==> src/rtl/acc_store_buffer.sv <==
// Store buffer behind the accumulator: captures ac_in on st_ac into a small FIFO
// and presents entries in order on a first-word fall-through valid/ready port.
module acc_store_buffer #(
  parameter int DATA_WIDTH = 8,
  parameter int DEPTH      = 4
) (
  input  logic                       clk,
  input  logic                       rst,
  input  logic                       st_ac,
  input  logic [DATA_WIDTH-1:0]      ac_in,
  output logic                       out_valid,
  output logic [DATA_WIDTH-1:0]      out_data,
  input  logic                       out_ready,
  output logic                       full,
  output logic                       empty,
  output logic [$clog2(DEPTH):0]     count,
  output logic                       overflow,
  input  logic                       clr_ovf
);

  localparam int AW = $clog2(DEPTH);
  localparam int CW = AW + 1;

  logic [DATA_WIDTH-1:0] mem [DEPTH];
  logic [AW-1:0]         wr_ptr;
  logic [AW-1:0]         rd_ptr;
  logic                  push;
  logic                  pop;
  logic                  drop;

  // Status and head come only from registered state, so neither st_ac nor
  // out_ready has a combinational path to any output.
  assign full      = (count == CW'(DEPTH));
  assign empty     = (count == '0);
  assign out_valid = !empty;
  assign out_data  = mem[rd_ptr];

  assign pop  = out_valid & out_ready;
  // A full buffer still accepts a store when the head leaves on the same edge.
  assign push = st_ac & (!full | pop);
  assign drop = st_ac & full & !pop;

  // NOTE: the storage array is deliberately outside the reset domain; readers
  // never look at an entry before it has been written, so clearing it buys nothing.
  always_ff @(posedge clk) begin
    if (push) mem[wr_ptr] <= ac_in;
  end

  // NOTE: sequential state uses non-blocking assignments only, so every
  // register samples the pre-edge values of push/pop regardless of block order.
  always_ff @(posedge clk or negedge rst) begin
    if (!rst) begin
      wr_ptr <= '0;
      rd_ptr <= '0;
      count  <= '0;
    end else begin
      if (push) wr_ptr <= wr_ptr + AW'(1);
      if (pop)  rd_ptr <= rd_ptr + AW'(1);
      case ({push, pop})
        2'b10:   count <= count + CW'(1);
        2'b01:   count <= count - CW'(1);
        default: count <= count;
      endcase
    end
  end

  // A dropped store wins over a simultaneous clear so no loss goes unreported.
  always_ff @(posedge clk or negedge rst) begin
    if (!rst) begin
      overflow <= 1'b0;
    end else if (drop) begin
      overflow <= 1'b1;
    end else if (clr_ovf) begin
      overflow <= 1'b0;
    end
  end

endmodule

==> config.mk <==
export PLATFORM = sky130hd
export DESIGN_NAME = acc_store_buffer
export DESIGN_NICKNAME = d
export VERILOG_FILES = /design/src/rtl/acc_store_buffer.sv
export SDC_FILE = /design/constraint.sdc
export NUM_CORES = 1
export LEC_CHECK = 0
export CORE_ASPECT_RATIO = 1.2
export CORE_MARGIN = 3
export CORE_UTILIZATION = 55
export DETAILED_ROUTE_END_ITERATION = 10
export GPL_TIMING_DRIVEN = 0
export PLACE_DENSITY_LB_ADDON = 0.12
export SYNTH_ARGS = -nofsm -noshare
export SYNTH_HDL_FRONTEND = slang
export SYNTH_SLANG_ARGS = --single-unit
==> constraint.sdc <==
create_clock -name clk -period 2.9 [get_ports clk]
set_input_delay 0.58 -clock clk [delete_from_list [all_inputs] [get_ports clk]]
set_output_delay 0.58 -clock clk [all_outputs]
set_load 0.05 [all_outputs]
==> metrics list, run 1 <==
- The Yosys step of the flow raised 0 warnings.
- After detailed routing, the number of vias per cell comes to 5.344.
- For the finished layout, the period the worst path requires is 2.657 ns.
* Synth Net Count: 104
- Residual antenna-violating net count after detailed routing: 0
- Drt total wl: 2543 µm
- The count of final hold-check violations is 0.
* Routed len/inst: 16.51 µm
- Of the synthesized area, sequential elements account for 71.00%.
* Cell Rows: 21
* Detailed Route Iter0 Violations: 28
- The number of global-route vias before repair is 842.
- Root Buffer Master: sky130_fd_sc_hd__clkbuf_4
* Dominant cells by area after synthesis: sky130_fd_sc_hd__edfxtp_1 (59%), sky130_fd_sc_hd__dfrtp_1 (12%), sky130_fd_sc_hd__mux4_2 (11%)
* Count of TritonRoute iterations in the first routing pass: 4
- 0 antenna diodes ended up in the layout.
- Setup repair after global routing missed its margin: false
* Total GRT Usage: 15.55%
- Mean post-synth cell area: 19.24 µm²
- Most area-hungry cell type in the Yosys netlist: sky130_fd_sc_hd__edfxtp_1
- Entering global routing, the biggest net connects 12 pins.
* Largest clock skew in the final design: 0.009001 ns
* Final setup violation count: 0
- The setup path with the least slack is of type reg -> out.
- Clock tree from TritonCTS: done
* Deepest clock path buffer count: 2
- In this run the static leakage power is 0.8127 nW.
- The mapped netlist covers 0.001635 mm².
* Crit path arrival time: 2.08 ns
- The H-tree was split into 2 levels.
- The initial utilization of the core area, before any placement, comes to 58.17%.
* Final weighted congestion of routability-driven global placement: 0.6524
- Final Cycle Share: 91.61%
* Kind of start point of the critical path: register
* Class of the worst hold path: in -> async
- Max-cap violation count: 0
- Endpoint class of the critical path: primary output
- The share of synthesized area in the top cell type comes to 58.76%.
- Headroom to the max-slew limit came out at 60.98%.
* Clock Pin Slew Worst Setup and Hold Paths: 0.11 ns
- Max Clk Rate: 0.3764 GHz
* Maximum vdd ir drop: 789.7 µV
* Chip width: 55.78 µm
- Detailed placement finished with a half-perimeter wire length of 1745 µm.
- Fin nets: 138
- The clock drives 40 sinks.
* Overflow left after global routing: 0
- Compared with the post-synthesis result, the final layout area differs by 23.95%.
- Dividing total power by cell area gives a power density of 1110 mW/mm².
- For flop-to-flop paths, the worst setup slack is 0.78 ns.
- Global-route wire length before repair: 4133 µm
- For the final routed database, the setup TNS stands at 0 ns.
- In this run the worst path has a maximum fanout of 6.
- The layout has 196 filler cells.
- Synthesized instance count: 85
- Count of unique library cells instantiated by Yosys: 21
* Number of port buffers: 27
- The floorplan step defined a core boundary enclosing 0.002811 mm².
* Share of layout cells above drive strength 1: 15.00%
- The number of gates resized after CTS was 0.
* Source-to-sink clock delay at the later pin of the worst-skew pair: 0.33 ns
- The die covers 0.003666 mm².
- Summing over every cut layer, the via total after detailed routing is 823.
- The run finished with clean final reports.
- Once placement finished, the instance area stood at 0.001948 mm².
* Cell area after layout: 0.002027 mm²
- Number of antenna violations at the first check in global routing: 0
- Total DRC errors in the routed layout: 0
* IO Count: 28
- For the pin with the worst max-slew slack, the measured transition is 0.5853 ns.
- Data required time at the worst endpoint: 2.32 ns
- Total clock buffers created by CTS: 5
- The number of setup buffers added after CTS is 0.
- The max-slew violation count was 0.
* Number of synthesized register bits: 40
* Number of hold-repair buffers added at the cts stage: 0
- The die is 65.73 µm tall.
- Min Hold Slack: 0.5211 ns
==> synth_stat cells <==
master,number
sky130_fd_sc_hd__ha_1,5
sky130_fd_sc_hd__o31a_1,1
sky130_fd_sc_hd__nor4b_4,1
sky130_fd_sc_hd__and2_1,4
sky130_fd_sc_hd__or3_1,1
sky130_fd_sc_hd__edfxtp_1,32
sky130_fd_sc_hd__nor2b_2,1
sky130_fd_sc_hd__o21ai_0,1
sky130_fd_sc_hd__and3_1,1
sky130_fd_sc_hd__buf_1,1
sky130_fd_sc_hd__inv_1,8
sky130_fd_sc_hd__buf_2,1
sky130_fd_sc_hd__mux2_4,1
sky130_fd_sc_hd__dfrtp_1,8
sky130_fd_sc_hd__nand2_1,2
sky130_fd_sc_hd__mux2i_1,1
sky130_fd_sc_hd__mux4_2,8
sky130_fd_sc_hd__xnor2_1,3
sky130_fd_sc_hd__fa_1,1
sky130_fd_sc_hd__nor2_1,1
sky130_fd_sc_hd__xor2_1,3
==> routing by layer <==
layer / track usage [%] / part of all wire [%] / vias to the layer above
met3: 5.108 / 6.7 / 5
met5: 0 / 0 / -
met4: 8.207 / 1.5 / 0
met2: 25.89 / 51 / 25
met1: 17.89 / 41 / 408
li1: - / - / 385
==> report_power, final <==
group          switching (mW)  internal, mW  leakage [nW]
Clock                   0.160         0.120        0.0326
Combinational           0.692         0.428         0.391
Sequential             0.0771         0.773         0.389
==> worst paths after layout <==
| kind | startpoint | to | cells after the start |
|---|---|---|---|
| setup / recovery | count[0] | empty | 3 |
| hold / removal | rst | wr_ptr[1] | 1 |
| setup reg to reg | count[0] | count[2] | 9 |
| hold reg to reg | overflow | overflow | 2 |
| max in group asynchronous | rst | overflow | 1 |
| min in group clk | overflow | overflow | 2 |
==> worst max-delay path, stage by stage, from the launching register on <==
cell and delay, ns:
sky130_fd_sc_hd__dfrtp_1 0.48, sky130_fd_sc_hd__or3_1 0.41, sky130_fd_sc_hd__inv_1 0.06, sky130_fd_sc_hd__clkdlybuf4s50_1 0.79
==> state kept, by name, summed over array words and instances (netlist names) <==
register	flops
mem	32
count	3
rd_ptr	2
wr_ptr	2
overflow	1
==> logic make-up (layout without fill, tap and decap cells) <==
logic type / Yosys count / in the layout / synth area share, %
AO/OA/AOI/OAI: 2 / 2 / 0.8414
adder cells (fa/ha/maj): 6 / 6 / 5.050
XOR/XNOR: 6 / 6 / 3.214
buffers and inverters: 10 / 45 / 2.371
AND/OR/NAND/NOR: 11 / 11 / 4.973
multiplexers: 10 / 10 / 12.55
flip-flops: 40 / 40 / 71.00
==> through the flow <==
step | std cells | power [mW] | utilization (%) | setup slack, ns
floorplan | 85 | 1.668 | - | 0.6185
global placement | 146 | 1.982 | 69.29 | 0.3155
detailed placement | 146 | 2.008 | 69.29 | 0.2647
CTS | 154 | 2.286 | 71.38 | 0.03470
global route | 154 | 2.376 | 72.10 | 0.1680
finish | 154 | 2.250 | 72.10 | 0.2434
==> cells in the final DEF, fill, tap and decap left out, types with 2 or more instances in the layout <==
master,synthesis,final
sky130_fd_sc_hd__ha_1,5,5
sky130_fd_sc_hd__clkbuf_1,0,2
sky130_fd_sc_hd__clkdlybuf4s50_1,0,19
sky130_fd_sc_hd__dlymetal6s2s_1,0,8
sky130_fd_sc_hd__dfrtp_1,8,8
sky130_fd_sc_hd__xnor2_1,3,3
sky130_fd_sc_hd__nand2_1,2,2
sky130_fd_sc_hd__inv_1,8,8
sky130_fd_sc_hd__xor2_1,3,3
sky130_fd_sc_hd__edfxtp_1,32,32
sky130_fd_sc_hd__clkbuf_4,0,5
sky130_fd_sc_hd__mux4_2,8,8
sky130_fd_sc_hd__and2_1,4,4
==> layout make-up <==
type / count / area, µm² / area share (%)
multi-input cells: 35 / 435.4 / 21.48
well taps: 34 / 42.54 / 2.099
plain buffers: 2 / 8.758 / 0.4321
clock buffers: 8 / 58.81 / 2.901
inverters: 8 / 30.03 / 1.481
repair buffers: 27 / 290.3 / 14.32
flip-flops and latches: 40 / 1161 / 57.28
No activity file was read; power rests on OpenSTA's default activity.
==> run 2: changes to the inputs <==
--- a/config.mk
+++ b/config.mk
@@ -7,7 +7,7 @@
 export LEC_CHECK = 0
 export CORE_ASPECT_RATIO = 1.2
 export CORE_MARGIN = 3
-export CORE_UTILIZATION = 55
+export CORE_UTILIZATION = 51
 export DETAILED_ROUTE_END_ITERATION = 10
 export GPL_TIMING_DRIVEN = 0
 export PLACE_DENSITY_LB_ADDON = 0.12
==> constraint.sdc (replaced) <==
create_clock -name clk -period 2.8 [get_ports clk]
set_input_delay 0.56 -clock clk [delete_from_list [all_inputs] [get_ports clk]]
set_output_delay 0.56 -clock clk [all_outputs]
set_load 0.05 [all_outputs]
==> run 2 against run 1 <==
Die area increased by 7.1%. Total power increased by 0.59%. Sequential share of layout area increased by 1.2 points. Clock skew decreased by 0.0042 ns. Routed wire length increased by 2.6%.
==> metrics list, run 2 (synthesis results as in run 1) <==
- The run finished with clean final reports.
- Timing analysis after detailed placement gives a worst setup slack of 0.1751 ns.
- Smallest setup slack after layout: 0.1775 ns
* Actual transition at the worst max-transition pin: 0.5687 ns
- In the final routing, the length of wire on met1 measures 1009 µm.
- Number of port buffers: 27
- Final setup violation count: 0
* Initial core utilization: 56.07%
* Total DRC errors in the routed layout: 0
- Layout Area Growth over Synthesis: 21.50%
- Min Hold Slack: 0.5141 ns
- TritonCTS built the clock tree.
- Via Count: 804
- Share of layout cells above drive strength 1: 14.17%
* Critical Path Stages: 3
* Max-cap violation count: 0
- The number of antenna violations at the first check in global routing is 0.
- Dividing the detail-routed wire length by the instance count gives 16.94 µm.
- Final Cycle Share: 93.66%
- Data on the critical path arrives at its endpoint at 2.06 ns.
- Adding up every negative setup slack in the final design gives 0 ns.
- Source of the critical timing path: count[0]
- On the final layout, the worst clock skew is 0.004763 ns.
* Vias in the first global route: 915
* Commonest non-fill, non-tap cell in the layout: sky130_fd_sc_hd__edfxtp_1
- Count of final max-slew check failures: 0
- Once layout is done, the placed cells without fillers occupy 0.001987 mm².
- Total GRT Usage: 16.03%
* Maximum number of pins on one net before global-route repair: 12
- Number of instances resized during post-cts repair: 8
- Minimum setup slack among reg-to-reg paths: 0.68 ns
* Cell Rows: 21
- Critical path, cell by cell: or3_1, inv_1, clkdlybuf4s50_1
* Fin nets: 138
- Critical Path Slowest Stage Cell: sky130_fd_sc_hd__clkdlybuf4s50_1
- In the detailed route, the total length drawn on met2 is 1400 µm.
- Once the clock tree was built, the setup fixing pass inserted 0 buffers.
- Number of vias per cell: 5.221
- Global-route wire length before repair: 4202 µm
- Chip width: 57.69 µm
* Count of TritonRoute iterations in the first routing pass: 4
* Final number of hold-violating endpoints: 0
- Top fanout value on the critical path: 6
* Clock Pin Slew Worst Setup and Hold Paths: 0.10 ns
* Post-placement cell count: 146
- Number of cells on the worst reg-to-reg path: 9
- Launch point of the worst reg-to-reg path: count[0]
- Cell class contributing the biggest share of worst-path delay: buffers and inverters
* Maximum level of the CTS H-tree: 2
- Deepest clock path buffer count: 2
- Finished Core Util: 68.13%
- For this run, the slowest stage of the critical path takes 0.79 ns.
* Kind of start point of the critical path: register
- Power density of the placed cells: 1139 mW/mm²
- Source-to-sink clock delay at the later pin of the worst-skew pair: 0.33 ns
- STA classifies the critical path endpoint as a primary output.
- Registers with the most flip-flops: mem: 32 flops, count: 3 flops
* Cell area after placement: 0.001948 mm²
- The first routing iteration left 38 violations.
* Data required time at the worst endpoint: 2.24 ns
* Residual antenna-violating net count after detailed routing: 0
* Start-to-end type of the worst setup path: reg -> out
- Time the worst path needs with I/O delays and setup: 2.623 ns
* Most used cells in the layout excluding fill and tap cells: sky130_fd_sc_hd__edfxtp_1 (32), sky130_fd_sc_hd__clkdlybuf4s50_1 (19)
* Final non-filler cell total: 154
* Max-Slew Margin vs Limit: 62.09%
- The floorplan step defined a die boundary enclosing 0.003925 mm².
- Layout filler cell count: 210
* Class of the worst hold path: in -> async
* Flip-flop count of the largest register, all copies and words added: 32
* Reg-to-reg critical path endpoint: count[2]
- The total area inside the core boundary comes to 0.002917 mm².
- The design draws 2.263 mW.
- Die Height: 68.03 µm
- Maximum vdd ir drop: 736.0 µV
- Worst setup path end: empty
- CTS placed an instance of sky130_fd_sc_hd__clkbuf_4 at the clock tree root.
- Uppermost routed layer: met4
* Number of hold-repair buffers added at the cts stage: 0
- IO Count: 28
* Leakage power summed over all cells: 0.7443 nW
- After detailed routing, the total wire length is 2608 µm.
- CP Buf/Inv Count: 2
* Overflow left after global routing: 0
- The wire-length estimate of the detail-placed layout is 1802 µm.
- Setup repair after global routing missed its margin: false
- Summed over all nets, wire length on met3 after detailed routing comes to 126 µm.
* Max Clk Rate: 0.3813 GHz
* Total clock buffers created by CTS: 5
- At the end of routability-driven placement, the weighted congestion stood at 0.6581.
* Most flop-heavy register: mem
- Number of clock sinks: 40
* Inserted Diodes: 0
run 2: cell count changes in the layout (fill, tap and decap cells not counted), sizes merged:
cell,delta
dlymetal6s2s,-8
dlygate4sd2,+8
run 2: worst min-delay path by stage:
stage                           end      from  slack, ns
after floorplan            count[0]       rst       0.26
after detailed placement   overflow  overflow       0.56
final                     rd_ptr[1]       rst       0.51
after CTS                 rd_ptr[1]       rst       0.51
after global placement     overflow  overflow       0.53
after global routing      rd_ptr[1]       rst       0.49
run 2: routing by layer:
layer,track usage [%],up-vias
li1,-,385
met1,15.51,389
met2,28.25,25
met3,6.038,5
met4,10.72,0
met5,0,-
run 2: report_power, final:
| part | internal (mW) | total, mW | switching (mW) |
|---|---|---|---|
| logic | 0.400 | 1.12 | 0.720 |
| clock network | 0.100 | 0.262 | 0.162 |
| registers | 0.801 | 0.881 | 0.0802 |
run 2: area by class of cell:
class	count	area [µm²]	share of cell area [%]
flip-flops and latches	40	1161	58.44
multi-input cells	35	435.4	21.91
repair buffers	27	260.3	13.10
clock buffers	8	48.80	2.456
well taps	34	42.54	2.141
inverters	8	30.03	1.511
plain buffers	2	8.758	0.4408
run 2: worst reg2reg max path, cell delays in order (launching register included):
cell and delay, ns:
sky130_fd_sc_hd__dfrtp_1 0.47, sky130_fd_sc_hd__nor4b_4 0.33, sky130_fd_sc_hd__nor2b_2 0.13, sky130_fd_sc_hd__inv_1 0.08
sky130_fd_sc_hd__ha_1 0.19, sky130_fd_sc_hd__inv_1 0.07, sky130_fd_sc_hd__fa_1 0.37, sky130_fd_sc_hd__xor2_1 0.16
sky130_fd_sc_hd__nor2_1 0.11, sky130_fd_sc_hd__xor2_1 0.14
==> run 3: changes to the inputs <==
--- a/config.mk
+++ b/config.mk
@@ -7,7 +7,7 @@
 export LEC_CHECK = 0
 export CORE_ASPECT_RATIO = 1.2
 export CORE_MARGIN = 3
-export CORE_UTILIZATION = 51
+export CORE_UTILIZATION = 45
 export DETAILED_ROUTE_END_ITERATION = 10
 export GPL_TIMING_DRIVEN = 0
 export PLACE_DENSITY_LB_ADDON = 0.12
==> run 3 against run 2 <==
Count of clock-buffer cells in the layout shrank 1. Sequential share of layout area fell by 2.1 points. Global-route usage shrank 1.9 points. First-iteration DRC count fell by 26%. Highest routed layer unchanged.
==> metrics list, run 3 (synthesis results as in run 1) <==
- Buffers inserted during clock tree synthesis total 5.
- Maximum level of the CTS H-tree: 2
- Number of vias per cell: 5.287
- For the pin with the worst max-slew slack, the measured transition is 0.5981 ns.
* Commonest non-fill, non-tap cell in the layout: sky130_fd_sc_hd__edfxtp_1
* Number of antenna violations at the first check in global routing: 0
* Detailed Route Iter0 Violations: 28
- For this block, the routed nets add up to 2538 µm of wire.
* Flip-flop count of the largest register, all copies and words added: 32
* Top fanout value on the critical path: 6
- Final weighted congestion of routability-driven global placement: 0.6866
* Global-route wire length before repair: 4312 µm
* Final Cycle Share: 92.48%
* Root Buffer Master: sky130_fd_sc_hd__clkbuf_8
* Maximum vdd ir drop: 784.2 µV
* Routed len/inst: 16.17 µm
- Number of hold-repair buffers added at the cts stage: 0
* Highest cell delay on the worst timing path: 0.79 ns
- Critical path, cell by cell: or3_1, inv_1, clkdlybuf4s50_1
- TritonCTS built the clock tree.
- STA classifies the critical path endpoint as a primary output.
- Max Clk Rate: 0.3862 GHz
- The worst path meets setup with 0.2105 ns of slack.
* Maximum number of pins on one net before global-route repair: 13
* Accumulated negative setup slack: 0 ns
- Residual antenna-violating net count after detailed routing: 0
- The die is 61.03 µm wide.
- The tool flagged a number of max-cap violations equal to 0.
- The max-slew violation count is 0.
* Final number of hold-violating endpoints: 0
* Critical Path Slowest Stage Cell: sky130_fd_sc_hd__clkdlybuf4s50_1
- Pin placement for this block handled 28 I/O pins.
- Clock Pin Slew Worst Setup and Hold Paths: 0.07 ns
- Die Height: 72.04 µm
- In this run the post-CTS setup repair buffer count came out at 0.
- Total Die Area: 0.004396 mm²
* Layout filler cell count: 239
* Vias in the first global route: 906
- Time the worst path needs with I/O delays and setup: 2.590 ns
* Via Count: 830
* Deepest clock path buffer count: 2
* Share of layout cells above drive strength 1: 15.00%
- By startpoint and endpoint, the worst setup path is classified as reg -> out.
- Number of clock sinks: 40
- Clock latency on the worst-skew pair, taken at its later pin, is 0.28 ns.
- Setup violations remaining at the end of the flow were counted as 0.
- Initial core utilization: 47.75%
- Total DRC errors in the routed layout: 0
- The register with the most flip-flops in the final layout is mem.
- Hpwl dp: 1756 µm
* Power density of the placed cells: 1172 mW/mm²
- Cell Rows: 23
* Count of TritonRoute iterations in the first routing pass: 4
- Compared with the post-synthesis result, the final layout area differs by 26.09%.
- Total GRT Usage: 14.12%
* Class of the worst hold path: reg -> reg
* Overflow left after global routing: 0
- Crit path arrival time: 2.03 ns
- The analysis attributes to cell leakage a power of 0.8260 nW.
- The worst setup path is launched from a register.
- Buffers placed on the I/O ports in this run total 27.
* Setup repair after global routing missed its margin: false
- Core Box Area: 0.003425 mm²
* Max-Slew Margin vs Limit: 60.12%
* Status: finished clean
- Registers with the most flip-flops: mem: 32 flops, count: 3 flops
- Between clock sinks in the finished design, the worst skew comes to 0.007494 ns.
* Inserted Diodes: 0
* Fin nets: 138
- Pre-CTS WS: 0.1601 ns
- In the layout the commonest cells are sky130_fd_sc_hd__edfxtp_1 (32), sky130_fd_sc_hd__clkdlybuf4s50_1 (19).
* Data required time at the worst endpoint: 2.24 ns
-- run 3: cell types whose count changed in the layout (fill, tap and decap cells not counted) --
cell                             previous run  this run
sky130_fd_sc_hd__clkbuf_4                   5         0
sky130_fd_sc_hd__dlymetal6s2s_1             0         8
sky130_fd_sc_hd__clkbuf_8                   0         6
sky130_fd_sc_hd__clkinv_1                   0         1
sky130_fd_sc_hd__clkbuf_1                   3         1
sky130_fd_sc_hd__dlygate4sd2_1              8         0
-- run 3: timing repair --
| action | 4_1_cts | 5_1_grt |
|---|---|---|
| gates resized for setup | 0 | 8 |
| setup endpoints to repair | 0 | 8 |
| endpoints found under the hold margin | 0 | 0 |
-- run 3: power by group --
| part | total (mW) | internal, mW | leakage, nW | switching (mW) |
|---|---|---|---|---|
| Clock | 0.373 | 0.197 | 0.0459 | 0.176 |
| Sequential | 0.882 | 0.802 | 0.389 | 0.0798 |
| Combinational | 1.16 | 0.444 | 0.391 | 0.717 |
-- run 3: metrics by stage --
stage | area (µm²) | cells | power [mW] | hold slack [ns] | utilization, %
after floorplan | 1635 | 85 | 1.727 | 0.2644 | -
after global placement | 1952 | 149 | 2.057 | 0.5205 | 57.00
after detailed placement | 1952 | 149 | 2.083 | 0.5297 | 57.00
after CTS | 2042 | 157 | 2.457 | 0.5416 | 59.63
after global routing | 2062 | 157 | 2.552 | 0.5785 | 60.21
final | 2062 | 157 | 2.416 | 0.5384 | 60.21
-- run 3: final timing paths --
kind | startpoint | end | slack, ns | cells past startpoint
setup / recovery | count[0] | empty | 0.21 | 3
hold / removal | overflow | overflow | 0.54 | 2
setup reg to reg | count[0] | count[2] | 0.67 | 9
hold reg to reg | overflow | overflow | 0.54 | 2
max in group asynchronous | rst | rd_ptr[0] | 1.96 | 1
min in group asynchronous | rst | wr_ptr[1] | 0.56 | 1
-- run 3: layer usage --
| metal | vias to the layer above | track usage, % | wire [µm] |
|---|---|---|---|
| met5 | - | 0 | 0 |
| met4 | 0 | 5.783 | 46 |
| met3 | 5 | 5.338 | 159 |
| met2 | 30 | 22.82 | 1310 |
| met1 | 415 | 16.69 | 1022 |
| li1 | 380 | - | - |
-- run 3: critical path: cells and delay by family (launching register included) --
family | cells | cell delay [ns]
buf+inv | 2 | 0.85
flops | 1 | 0.48
simple gates | 1 | 0.41
-- run 3: area by class of cell --
class | instances | area, µm² | area share, %
clock inverters | 1 | 3.754 | 0.1820
inverters | 8 | 30.03 | 1.456
plain buffers | 2 | 8.758 | 0.4248
flip-flops and latches | 40 | 1161 | 56.31
well taps | 37 | 46.29 | 2.245
repair buffers | 27 | 290.3 | 14.08
clock buffers | 7 | 86.33 | 4.187
multi-input cells | 35 | 435.4 | 21.12
